==> src/rtl/clock_multimode.sv <==
// Time-of-day clock with a 12 h / 24 h display mode, a validated time load
// and a minute-resolution alarm. Time is kept internally as a 24 h count;
// the 12 h view and the AM/PM flag are derived combinationally.
module clock_multimode #(
  parameter int TICKS_PER_SEC  = 100000000,
  parameter bit MODE24_DEFAULT = 1'b0
) (
  input  logic       clk,
  input  logic       reset,
  input  logic       mode_set,
  input  logic       mode24_in,
  input  logic       load,
  input  logic [4:0] load_hours,
  input  logic [5:0] load_mins,
  input  logic [5:0] load_secs,
  input  logic       alarm_en,
  input  logic [4:0] alarm_hours,
  input  logic [5:0] alarm_mins,
  output logic [4:0] hours,
  output logic [5:0] mins,
  output logic [5:0] secs,
  output logic       A_P,
  output logic       mode24,
  output logic       sec_pulse,
  output logic       alarm,
  output logic       load_err
);

  localparam logic [30:0] PRESC_LAST = 31'(TICKS_PER_SEC - 1);

  logic [30:0] presc;
  logic [4:0]  h, h_inc;
  logic [5:0]  m, m_inc;
  logic [5:0]  s, s_inc;
  logic        tick;
  logic        load_ok;
  logic        load_bad;
  logic        alarm_hit;

  assign tick     = (presc == PRESC_LAST);
  assign load_ok  = load && (load_hours <= 5'd23) && (load_mins <= 6'd59) && (load_secs <= 6'd59);
  assign load_bad = load && !load_ok;

  // Time one second later, with carries and 24 h wrap; never produces 60 or 24.
  always_comb begin
    s_inc = s;
    m_inc = m;
    h_inc = h;
    if (s == 6'd59) begin
      s_inc = 6'd0;
      if (m == 6'd59) begin
        m_inc = 6'd0;
        h_inc = (h == 5'd23) ? 5'd0 : h + 5'd1;
      end else begin
        m_inc = m + 6'd1;
      end
    end else begin
      s_inc = s + 6'd1;
    end
  end

  // Alarm only matches on a tick-driven advance; a load on the same edge wins and suppresses it.
  // Out-of-range alarm fields can never equal an in-range counter value.
  assign alarm_hit = alarm_en && tick && !load_ok &&
                     (h_inc == alarm_hours) && (m_inc == alarm_mins) && (s_inc == 6'd0);

  // Prescaler: wraps on the tick, restarts on a valid load so the next second is a full one.
  always_ff @(posedge clk or posedge reset) begin
    if (reset) begin
      presc <= '0;
    end else if (load_ok || tick) begin
      presc <= '0;
    end else begin
      presc <= presc + 31'd1;
    end
  end

  // Time registers: a valid load takes priority over a coincident tick.
  always_ff @(posedge clk or posedge reset) begin
    if (reset) begin
      h <= '0;
      m <= '0;
      s <= '0;
    end else if (load_ok) begin
      h <= load_hours;
      m <= load_mins;
      s <= load_secs;
    end else if (tick) begin
      h <= h_inc;
      m <= m_inc;
      s <= s_inc;
    end
  end

  // Display mode register, independent of the time path.
  always_ff @(posedge clk or posedge reset) begin
    if (reset) begin
      mode24 <= MODE24_DEFAULT;
    end else if (mode_set) begin
      mode24 <= mode24_in;
    end
  end

  // Registered one-cycle event pulses, visible in the cycle after the causing edge.
  always_ff @(posedge clk or posedge reset) begin
    if (reset) begin
      sec_pulse <= 1'b0;
      alarm     <= 1'b0;
      load_err  <= 1'b0;
    end else begin
      sec_pulse <= tick && !load_ok;
      alarm     <= alarm_hit;
      load_err  <= load_bad;
    end
  end

  // Display mapping: 0 shows as 12 AM, 13-23 fold down to 1-11 PM in 12 h mode.
  always_comb begin
    A_P  = (h >= 5'd12);
    mins = m;
    secs = s;
    if (mode24) begin
      hours = h;
    end else if (h == 5'd0) begin
      hours = 5'd12;
    end else if (h > 5'd12) begin
      hours = h - 5'd12;
    end else begin
      hours = h;
    end
  end

endmodule

==> config.mk <==
export PLATFORM = sky130hd
export DESIGN_NAME = clock_multimode
export DESIGN_NICKNAME = d
export VERILOG_FILES = /design/src/rtl/clock_multimode.sv
export SDC_FILE = /design/constraint.sdc
export NUM_CORES = 1
export LEC_CHECK = 0
export ABC_AREA = 1
export CAP_MARGIN = 15
export CORE_MARGIN = 2
export CORE_UTILIZATION = 50
export CTS_BUF_LIST = sky130_fd_sc_hd__clkbuf_8
export CTS_CLUSTER_SIZE = 10
export DETAILED_ROUTE_END_ITERATION = 6
export DONT_BUFFER_PORTS = 1
export PLACE_DENSITY_LB_ADDON = 0.05
export SKIP_CTS_REPAIR_TIMING = 1
export SLEW_MARGIN = 25
export SYNTH_ARGS = -nofsm -noshare
export SYNTH_HDL_FRONTEND = slang
export SYNTH_SLANG_ARGS = --single-unit
export TNS_END_PERCENT = 20
==> constraint.sdc <==
create_clock -name clk -period 2.4 [get_ports clk]
set_input_delay 0.36 -clock clk [delete_from_list [all_inputs] [get_ports clk]]
set_output_delay 0.36 -clock clk [all_outputs]
set_load 0.03 [all_outputs]
==> results.yml <==
global_routing:
  grt_max_degree: 36
  first_global_vias: 3164
  grt_pass1_wl_mm: 14.6
  gr-total-overflow: 0
  met3_usage_pct: 3.58
  grt_antenna_before_repair: 0
  track_usage_pct: 23.6
  grt_busiest_layer: "met2"
  use_met1_pct: 30.8
  met2_usage_pct: 41.5
synth:
  yosysWarnings: 0
  synth-edff-count: 0
  netlist.area_leader.share_pct: 36.8
  syn-num-nets: 530
  yosysTopAreaCell: "dfrtp_1"
  yosysMostFrequentCell: "nand2_1"
  synthFlopType: "dfrtp_1"
  netlist_area_sq_um: 3540
  ys_top_cells_by_count: "108 x nand2_1, 68 x inv_1, 52 x dfrtp_1"
  synthArstFlopShare_pct: 100
  synth_area_leaders: "dfrtp_1 37%, nand2_1 11%, inv_1 7.2%, nand3_1 6.7%, nor2_1 5.3%"
  avgSynthCellArea_sq_um: 7.26
  yosys.cell_types.count: 44
  ys_seq_elements: 52
  seq_area_frac_synth_pct: 36.8
  syn_inst: 487
clock_tree:
  clk_latency_ns: 0.31
  cts-buffers-inserted: 5
  cts_tree: "done"
  cts_sinks: 52
  cts-root-buf: "clkbuf_8"
  clk_pin_slew_ns: 0.10
  cts_max_level: 2
  clk_path_buf_depth: 2
status:
  violations: "hold timing"
  status: "finished with violations"
layout:
  area_growth_pct: 9.02
  final_cells: 601
  postLayoutCellArea_sq_um: 3850
  final_nets: 548
  n_antenna_cell: 0
  drive_gt1_share_pct: 12.3
sta:
  rsz0062_at_grt: "no"
  slew_viol_final: 0
  setup_viol: 0
  tightest_slew_ns: 0.649
  slew_headroom_pct: 56.7
  fin_skew_ns: 0.0110
  whs_ns: -0.0110
  post-route-min-period_ns: 2.21
  hold_viol: 3
  finalSetupTns_ns: 0
  period_share_pct: 92.0
  max_freq_mhz: 453
floorplan:
  fp.dieArea_sq_um: 7760
  ios: 56
  start_util_pct: 51.8
  rows: 30
  die_h_um: 88.1
  coreArea_sq_um: 6830
  fp.dieW_um: 88.1
detailed_routing:
  dr_total_vias: 3285
  drtIter0Drc: 164
  vias_per_cell: 5.47
  ant_nets: 0
  routedWlPerCell_um: 14.4
  first_pass_iters: 4
  drc: 0
  wirelength_mm: 8.64
place:
  dp_hpwl_mm: 6.67
  gp_congestion: 0.951
  placed_cell_area_sq_um: 3760
  port_buffers: 0
  placed_cells: 594
setup_path:
  reg2reg_depth: 8
  rr_startpoint: "presc[0]"
  critical_path_class: "reg -> out"
  required_ns: 2.04
  endpoint_kind: "primary output"
  r2r_slack_ns: 0.38
  startpoint_type: "flip-flop"
  slowest_delay_ns: 0.44
  path_max_fanout: 5
  path_cells: "ha_1, nand2_1, nor2_1, nor3_1, a21oi_1, o21ai_0, buf_4"
  crit_slowest_cell: "dfrtp_1"
  cp.arrival_ns: 1.85
  r2r_end: "h[2]"
hold_path:
  min_path_type: "in -> async"
power_and_ir_drop:
  ir_drop_uv: 269
  p_leak_nw: 1.85
  power_density_nw_per_um2: 571
job:
  drv_cap: 0
## state kept, by name, indices dropped and copies added (netlist names)
register and flops:
presc 31, mins 6, secs 6, h 5, alarm 1, load_err 1
mode24 1, sec_pulse 1
## final cells by class
cell class | count | area [sq um]
Clock buffer | 7 | 96.3
Fill cell | 678 | 2980
Inverter | 75 | 287
Multi-Input combinational cell | 353 | 1900
Sequential cell | 52 | 1300
Tap cell | 96 | 120
Timing Repair Buffer | 18 | 148
## logic make-up (layout without fill, tap and decap cells)
kind of cell | after synthesis | in the layout | synth area share [%]
AOI/OAI and AO/OA | 65 | 65 | 11.9
xor gates and xnor gates | 4 | 4 | 0.991
adders and majority gates | 9 | 9 | 3.18
buffers and inverters | 82 | 100 | 9.38
DFF | 52 | 52 | 36.8
and+or+nand+nor | 275 | 275 | 37.8
## stage by stage
step / utilization, % / hold slack, ns / setup slack, ns / total power (W)
floorplan: - / 0.433 / 0.449 / 0.00148
global placement: 55.0 / 0.355 / 0.357 / 0.00166
detailed placement: 55.0 / 0.346 / 0.363 / 0.00167
CTS: 56.4 / 0.00782 / 0.193 / 0.00221
global route: 56.4 / 0.0372 / 0.0829 / 0.00234
finish: 56.4 / -0.0110 / 0.192 / 0.00220
## metal layers
metal | share of wire (%) | vias to the layer above
li1 | - | 1664
met1 | 44 | 1523
met2 | 49 | 88
met3 | 5.5 | 10
met4 | 1.3 | 0
met5 | 0 | -
## how the worst max path moves through the flow
stage              from  endpoint  slack, ns  cells past startpoint
2_1_floorplan   secs[0]     alarm       0.45                     11
4_1_cts            h[2]  hours[2]       0.19                      7
3_3_place_gp   presc[0]      h[2]       0.36                      8
6_report           h[2]  hours[2]       0.19                      7
5_1_grt            h[2]  hours[2]       0.08                      7
3_5_place_dp   presc[0]   secs[4]       0.36                      8
## cell usage in the layout (no fill, tap or decap), types with 2 or more instances in the layout
master,instances
o211ai_1,2
nand2_4,2
nand3_2,6
nor3_2,2
nor3_1,20
o21ai_0,17
a31oi_1,2
inv_2,6
clkbuf_8,7
nand2_2,5
ha_1,9
inv_1,67
buf_4,17
nor2_2,6
nand4_1,18
nor2_4,3
o221ai_1,12
o21a_1,3
dfrtp_1,52
xor2_1,3
nor2_1,50
nand2_1,108
nand3_1,47
a21oi_1,22
## critical path: cells and delay by family, from the launching register on
family / cells / cell delay [ns]
adder cells (fa/ha/maj): 1 / 0.28
buffers and inverters: 1 / 0.18
flip-flops: 1 / 0.44
AND/OR/NAND/NOR: 3 / 0.43
AO/OA/AOI/OAI: 2 / 0.21
## report_power, final
part | internal (W) | switching (W) | total (W)
Clock | 0.000258 | 0.000295 | 0.000553
Sequential | 0.000940 | 0.0000665 | 0.00101
Combinational | 0.000204 | 0.000437 | 0.000641
Total | 0.00140 | 0.000798 | 0.00220
Power figures use the tool's default switching activity.
